[config.mk]
export PLATFORM = sky130hd
export DESIGN_NAME = instr_fetch_seq_flat
export DESIGN_NICKNAME = d
export VERILOG_FILES = /design/src/rtl/instr_fetch_seq_if.sv /design/src/rtl/instr_fetch_seq.sv /design/src/flat_wrapper.sv
export SDC_FILE = /design/constraint.sdc
export NUM_CORES = 1
export LEC_CHECK = 0
export ABC_AREA = 1
export BUFFER_PORTS_ARGS = -buffer_cell sky130_fd_sc_hd__clkbuf_2
export CAP_MARGIN = 5
export CORE_MARGIN = 2
export CORE_UTILIZATION = 51
export CTS_CLUSTER_SIZE = 8
export DETAILED_ROUTE_END_ITERATION = 10
export PLACE_DENSITY_LB_ADDON = 0.1
export RECOVER_POWER = 25
export SYNTH_ARGS = -nofsm -noshare
export SYNTH_HDL_FRONTEND = slang
export SYNTH_SLANG_ARGS = --single-unit
export TNS_END_PERCENT = 5
[constraint.sdc]
create_clock -name clk -period 3 [get_ports clk]
set_input_delay 0.3 -clock clk [delete_from_list [all_inputs] [get_ports clk]]
set_output_delay 0.3 -clock clk [all_outputs]
set_load 0.005 [all_outputs]
[src/rtl/instr_fetch_seq_if.sv]
// ============================================================================
// Module : instr_fetch_seq_if
// Brief  : Memory and controller bundle for the instruction sequencer.
//          SINGLE_STEP_EN adds the step input.
// Rev    : 1.0 - initial release
// ============================================================================
`default_nettype none

interface instr_fetch_seq_if #(
   parameter int ADDR_W = 5,
   parameter int DATA_W = 8
);
   logic [DATA_W-1:0] mem_rdata;
   logic              jump;
   logic              skip;
   logic              Halt;
   logic              acc_zero;
`ifdef SINGLE_STEP_EN
   logic              step;
`endif
   logic [ADDR_W-1:0] mem_addr;
   logic              mem_fetch;
   logic [2:0]        opcode;
   logic [ADDR_W-1:0] operand;
   logic              exec;
   logic [ADDR_W-1:0] pc;
   logic              halted;

   modport master (
`ifdef SINGLE_STEP_EN
      input  step,
`endif
      input  mem_rdata, jump, skip, Halt, acc_zero,
      output mem_addr, mem_fetch, opcode, operand, exec, pc, halted
   );

   modport slave (
`ifdef SINGLE_STEP_EN
      output step,
`endif
      output mem_rdata, jump, skip, Halt, acc_zero,
      input  mem_addr, mem_fetch, opcode, operand, exec, pc, halted
   );
endinterface

`default_nettype wire

[src/rtl/instr_fetch_seq.sv]
// ============================================================================
// Module : instr_fetch_seq
// Brief  : PC/IR owner and 4-cycle fetch/load/decode/exec sequencer.
//          SINGLE_STEP_EN adds a step-gated pause state after each instruction.
// Rev    : 1.0 - initial release
// ============================================================================
`default_nettype none

module instr_fetch_seq #(
   parameter int ADDR_W   = 5,
   parameter int DATA_W   = 8,
   parameter int RESET_PC = 0
) (
   input wire clk,
   input wire rst,
   instr_fetch_seq_if.master bus
);

   typedef enum logic [2:0] {
      S_FETCH  = 3'd0,
      S_LOAD   = 3'd1,
      S_DECODE = 3'd2,
      S_EXEC   = 3'd3,
      S_HALT   = 3'd4,
      S_PAUSE  = 3'd5
   } state_t;

   localparam logic [ADDR_W-1:0] c_reset_pc = ADDR_W'(RESET_PC);
   localparam logic [ADDR_W-1:0] c_pc_one   = ADDR_W'(1);
`ifdef SINGLE_STEP_EN
   localparam state_t c_start_state = S_PAUSE;
   localparam state_t c_after_exec  = S_PAUSE;
`else
   localparam state_t c_start_state = S_FETCH;
   localparam state_t c_after_exec  = S_FETCH;
`endif

   state_t            r_state;
   state_t            w_state_nxt;
   logic [ADDR_W-1:0] r_pc;
   logic [ADDR_W-1:0] w_pc_nxt;
   logic [DATA_W-1:0] r_ir;
   logic [DATA_W-1:0] w_ir_nxt;
   logic [ADDR_W-1:0] w_operand;
   logic [ADDR_W-1:0] w_pc_inc;

   assign w_operand = r_ir[ADDR_W-1:0];
   assign w_pc_inc  = r_pc + c_pc_one;

   always_ff @(posedge clk or posedge rst) begin
      if (rst) begin
         r_state <= c_start_state;
         r_pc    <= c_reset_pc;
         r_ir    <= '0;
      end else begin
         r_state <= w_state_nxt;
         r_pc    <= w_pc_nxt;
         r_ir    <= w_ir_nxt;
      end
   end

   always_comb begin
      w_state_nxt = r_state;
      w_pc_nxt    = r_pc;
      w_ir_nxt    = r_ir;
      case (r_state)
         S_FETCH:  w_state_nxt = S_LOAD;
         S_LOAD: begin
            w_ir_nxt    = bus.mem_rdata;
            w_pc_nxt    = w_pc_inc;
            w_state_nxt = S_DECODE;
         end
         S_DECODE: w_state_nxt = S_EXEC;
         S_EXEC: begin
            // Exactly one next-PC action: Halt, then jump, then taken skip.
            if (bus.Halt) begin
               w_state_nxt = S_HALT;
            end else begin
               if (bus.jump) begin
                  w_pc_nxt = w_operand;
               end else if (bus.skip && bus.acc_zero) begin
                  w_pc_nxt = w_pc_inc;
               end
               w_state_nxt = c_after_exec;
            end
         end
         S_HALT:   w_state_nxt = S_HALT;
`ifdef SINGLE_STEP_EN
         S_PAUSE: begin
            if (bus.step) begin
               w_state_nxt = S_FETCH;
            end
         end
`endif
         default:  w_state_nxt = c_start_state;
      endcase
   end

   // Memory address is the PC only while fetching; otherwise it serves operand reads.
   assign bus.mem_addr  = (r_state == S_FETCH) ? r_pc : w_operand;
   assign bus.mem_fetch = (r_state == S_FETCH);
   assign bus.exec      = (r_state == S_EXEC);
   assign bus.halted    = (r_state == S_HALT);
   assign bus.opcode    = r_ir[DATA_W-1 -: 3];
   assign bus.operand   = w_operand;
   assign bus.pc        = r_pc;

endmodule

`default_nettype wire

[src/flat_wrapper.sv]
// flat-port wrapper written by rule: the top's interface ports become plain ports
module instr_fetch_seq_flat 
#(
   parameter int ADDR_W   = 5,
   parameter int DATA_W   = 8,
   parameter int RESET_PC = 0
)
  (clk, rst, bus_mem_rdata, bus_jump, bus_skip, bus_Halt, bus_acc_zero, bus_mem_addr, bus_mem_fetch, bus_opcode, bus_operand, bus_exec, bus_pc, bus_halted);
  instr_fetch_seq_if #(.ADDR_W(ADDR_W), .DATA_W(DATA_W)) bus_i ();
  input wire clk;
  input wire rst;
  input wire logic [$bits(bus_i.mem_rdata)-1:0] bus_mem_rdata;
  input wire logic [$bits(bus_i.jump)-1:0] bus_jump;
  input wire logic [$bits(bus_i.skip)-1:0] bus_skip;
  input wire logic [$bits(bus_i.Halt)-1:0] bus_Halt;
  input wire logic [$bits(bus_i.acc_zero)-1:0] bus_acc_zero;
  output wire logic [$bits(bus_i.mem_addr)-1:0] bus_mem_addr;
  output wire logic [$bits(bus_i.mem_fetch)-1:0] bus_mem_fetch;
  output wire logic [$bits(bus_i.opcode)-1:0] bus_opcode;
  output wire logic [$bits(bus_i.operand)-1:0] bus_operand;
  output wire logic [$bits(bus_i.exec)-1:0] bus_exec;
  output wire logic [$bits(bus_i.pc)-1:0] bus_pc;
  output wire logic [$bits(bus_i.halted)-1:0] bus_halted;
  assign bus_i.mem_rdata = bus_mem_rdata;
  assign bus_i.jump = bus_jump;
  assign bus_i.skip = bus_skip;
  assign bus_i.Halt = bus_Halt;
  assign bus_i.acc_zero = bus_acc_zero;
  assign bus_mem_addr = bus_i.mem_addr;
  assign bus_mem_fetch = bus_i.mem_fetch;
  assign bus_opcode = bus_i.opcode;
  assign bus_operand = bus_i.operand;
  assign bus_exec = bus_i.exec;
  assign bus_pc = bus_i.pc;
  assign bus_halted = bus_i.halted;
  instr_fetch_seq #(.ADDR_W(ADDR_W), .DATA_W(DATA_W), .RESET_PC(RESET_PC)) u_core (.clk(clk), .rst(rst), .bus(bus_i));
endmodule
## Word-level counts from Yosys, hierarchy flattened

Cells that the tools add are included.

| word-level totals | value |
|---|---|
| output and inout bits | 21 |
| bits in read-only memories | 0 |
| register bits | 16 |
| latch bits | 0 |
| memories kept | 0 |
| logic and storage cells | 21 |
| RAM bits | 0 |
| input bits | 14 |

| operators by class | value |
|---|---|
| div/mod/pow operators | 0 |
| $add $sub $neg | 1 |
| bitwise gates (word level) | 0 |
| equality and inequality tests | 6 |
| multipliers | 0 |
| shift-type cells | 0 |
| muxes and demuxes | 7 |
| reduce and logical (&&, ||, !) cells | 4 |
| $lt $le $gt $ge | 0 |

Operators with widths:

| operator | count |
|---|---|
| 5-bit two-way mux | 4 |
| 3-bit case mux with 5 select lines | 1 |
| 5-bit case mux with 2 select lines | 1 |
| 3-bit by 2-bit == test with 1-bit output, second input constant | 2 |
| 5-bit by 1-bit adder with 5-bit output, second input constant | 1 |
| 3-bit by 1-bit == test with 1-bit output, second input constant | 1 |
| 3-bit == test, second input constant | 1 |
| 3-bit zero test | 1 |
| 3-bit two-way mux | 1 |
| 3-bit by 2-bit != test with 1-bit output, second input constant | 1 |
| 3-bit AND reduction | 1 |
| 2-bit != test, second input constant | 1 |
| 2-bit nonzero test | 1 |
| 1-bit logical AND | 1 |

## Depth between registers and ports, before layout

| logic depth | value |
|---|---|
| depth after elaboration | 5 |
| mapped depth | 7 |
| depth with buffers taken out | 7 |

## Worst setup path before layout

No wires, ideal clock.

| path | value |
|---|---|
| kind | reg-to-output |
| start | register u_core.r_state[0] |
| end | output port bus_mem_addr[2] |
| stages on the path, launching flop included | 6 |
| path buffers | 0 |
| required time | 2,700 ps |
| slack | 1,714 ps |
| arrival time | 986 ps |
| cell sequence | dfrtp_1 -> nor2_1 -> nand2_1 -> inv_1 -> nand2_1 -> o21ai_0 |

| between the ends | value |
|---|---|
| cells in the longest elaborated chain, start to end | 2 |

Ends and longest elaborated chain:

| what | line | source |
|---|---|---|
| start, declared | instr_fetch_seq.sv:38 | `state_t r_state;` |
| start signal, assigned | instr_fetch_seq.sv:52 | `r_state <= c_start_state;` |
| start signal, assigned | instr_fetch_seq.sv:56 | `r_state <= w_state_nxt;` |
| 3-bit zero test | -- |  |
| net bus_mem_fetch | flat_wrapper.sv:18 | `output wire logic [$bits(bus_i.mem_fetch)-1:0] bus_mem_fetch;` |
| 5-bit two-way mux | instr_fetch_seq.sv:100 | `assign bus.mem_addr = (r_state == S_FETCH) ? r_pc : w_operand;` |
| end, declared | flat_wrapper.sv:17 | `output wire logic [$bits(bus_i.mem_addr)-1:0] bus_mem_addr;` |

The timed path passes the listed nets, and every way through them passes these cells.

## Worst setup path in the final report

| path | value |
|---|---|
| start | register u_core.r_state[0] |
| end | output port bus_mem_addr[2] |

| between the ends | value |
|---|---|
| cells in the longest elaborated chain, start to end | 2 |

Ends and longest elaborated chain:

| what | line |
|---|---|
| 3-bit zero test | instr_fetch_seq.sv:100 |
| 5-bit two-way mux | instr_fetch_seq.sv:100 |

No other way between the ends.

==> results.py <==
metrics = {
    "clocking": {
        "postCtsHoldBufs": 0,
        "htree_num_levels": 1,
        "insertion_delay_ns": 0.28,
        "cts_buffers": 3,
        "clock_path_buffers": 2,
        "post_cts_buffers": 0,
        "cts_resized": 0,
        "cts-root-buf": "clkbuf_4",
        "cts_tree": "yes",
        "cts_sinks": 16,
        "clk_pin_slew_ns": 0.09,
    },
    "synthesis": {
        "synthCells": 120,
        "synth_top_cell_by_area": "dfrtp_1",
        "synth.area.top_cells": "dfrtp_1, nand2_1, nand3_1",
        "ys_ff_latch": 16,
        "yosysUniqueCellTypes": 20,
        "synth_seq_area_share": 0.443,
        "synth_area_sq_um": 903,
        "synth.top_cell.area_share": 0.443,
        "synth_warnings": 0,
        "synth_nets": 135,
        "synth.avg_cell_area_sq_um": 7.53,
    },
    "run_status": {
        "status": "finished clean",
    },
    "sta": {
        "worst_slew_pin_slew_ns": 0.585,
        "setup_tns_ns": 0,
        "period_needed_ns": 1.80,
        "slew_headroom": 0.610,
        "period_share": 0.601,
        "rsz0062_at_grt": "no",
        "slew_violations": 0,
        "fmax_mhz": 555,
        "finalClockSkew_ns": 0.000881,
        "setup_violations": 0,
        "hold_viol": 0,
    },
    "floorplan": {
        "initial_core_util": 0.535,
        "die_w_um": 46.1,
        "num_rows": 15,
        "dieHeight_um": 46.1,
        "dieArea_sq_um": 2120,
        "io_pins": 35,
        "fp.coreArea_sq_um": 1690,
    },
    "critical_path": {
        "required_ns": 2.70,
        "cp-start-kind": "flop",
        "path_class": "reg2out",
        "rrSetupSlack_ns": 1.72,
        "slowest_delay_ns": 0.43,
        "cp-end-kind": "output port",
        "crit_slowest_cell": "dfrtp_1",
        "crit_path_frequent_cell": "nand2_1",
        "crit_arrival_ns": 1.50,
        "crit_path_max_fanout": 7,
        "crit_chain": "nor2_1, nand2_1, inv_1, nand2_1, o21ai_0, clkbuf_2",
    },
    "grt": {
        "grt_pass1_wl_um": 3080,
        "grt_pass1_vias": 771,
        "grt.total_usage": 0.198,
        "grt_max_degree": 17,
        "grt-ovfl-total": 0,
        "antenna_found_initial": 0,
    },
    "drt": {
        "drc": 0,
        "vias_per_cell": 5.05,
        "drt_wl_total_um": 1890,
        "drt_first_pass_iters": 4,
        "drt_iter0_markers": 25,
        "wl_per_cell_um": 11.0,
        "vias": 869,
        "antenna_left": 0,
    },
    "final_layout": {
        "fin_cells": 172,
        "syn2layout_area_growth_pct": 23.0,
        "layout_common_cells": "nand2_1, clkbuf_2, nand3_1, dfrtp_1, inv_1",
        "diodes": 0,
        "fin_nets": 171,
        "drive_above_1_share": 0.297,
        "mostFrequentLayoutCell": "nand2_1",
        "finish.utilization": 0.658,
    },
    "power": {
        "ir_drop_mv": 0.254,
        "p_per_area_nw_per_um2": 343,
        "finalPower_mw": 0.381,
        "p_leak_nw": 0.607,
    },
    "place": {
        "portBuffers": 34,
        "hpwlAfterDp_um": 1510,
        "numPlacedInstances": 168,
        "gp_congestion": 0.865,
    },
    "hold_path": {
        "hold_path.class": "in2async",
    },
    "flow_run": {
        "cap_violations": 0,
    },
}
==> worst max-delay path: cells and delay by family, from the launching register on <==
family | cells | cell delay [ns]
flops | 1 | 0.43
simple gates | 3 | 0.42
buf+inv | 2 | 0.30
compound gates | 1 | 0.07
==> stage by stage <==
stage	area, sq um	worst slack (ns)	hold WS (ns)
after floorplan	903	1.71	0.214
after global placement	1070	1.56	0.370
after detailed placement	1070	1.50	0.380
after CTS	1110	1.18	0.0690
after global routing	1110	1.01	0.0874
final	1110	1.20	0.0510
==> layer usage <==
layer | wire length [um] | share of wire | vias to the layer above | GRT usage
met3 | 56 | 0.030 | 2 | 0.0235
met2 | 950 | 0.50 | 17 | 0.333
met1 | 867 | 0.46 | 391 | 0.259
met4 | 13 | 0.0069 | 0 | 0.0686
met5 | 0 | 0 | - | 0
li1 | - | - | 459 | -
==> layout make-up <==
class,instances,area [sq um]
inverters,13,48.8
multi-input cells,88,434
flip-flops and latches,16,400
repair buffers,34,170
fillers,163,578
well taps,17,21.3
clock buffers,4,36.3
==> cell families after synthesis <==
kind of cell	count (synthesis)	share of synthesized area
AO/OA/AOI/OAI	10	0.0637
XOR/XNOR	1	0.00970
adder cells (fa/ha/maj)	1	0.0138
buffers and inverters	16	0.0762
flip-flops	16	0.443
AND/OR/NAND/NOR	76	0.393
==> state kept, by name, summed over array words and instances (netlist names) <==
signal / cells
u_core.r_state: 3
u_core.bus.pc: 5
u_core.r_ir: 8
==> power by group <==
group | leakage, nW | switching, mW | total, mW | internal [mW]
sequential | 0.156 | 0.000794 | 0.218 | 0.217
clock | 0.0210 | 0.0670 | 0.141 | 0.0738
combinational | 0.430 | 0.0126 | 0.0229 | 0.0103
total | 0.607 | 0.0805 | 0.381 | 0.301
==> path summary, 6_finish.rpt <==
kind,depth (start not counted),to,from
setup / recovery,6,bus_mem_addr[2],u_core.r_state[0]
hold / removal,2,u_core.r_ir[6],rst
setup reg to reg,5,u_core.bus.pc[4],u_core.r_state[2]
hold reg to reg,2,u_core.r_ir[7],u_core.r_ir[7]
max in group asynchronous,2,u_core.bus.pc[0],rst
min in group clk,3,u_core.r_ir[0],bus_mem_rdata[0]
==> Yosys cell counts <==
cell / number
o21ai_0: 8
nand4_1: 3
buf_6: 1
dfrtp_1: 16
nand3b_1: 1
buf_2: 1
ha_1: 1
nand2_1: 41
nor2_2: 1
nor2_4: 1
a21oi_2: 2
nand3_4: 1
nor2_1: 6
xnor2_1: 1
nand2_2: 1
clkbuf_1: 1
inv_2: 1
nand3_1: 20
nand2_4: 1
inv_1: 12
No activity file was read; power rests on OpenSTA's default activity.
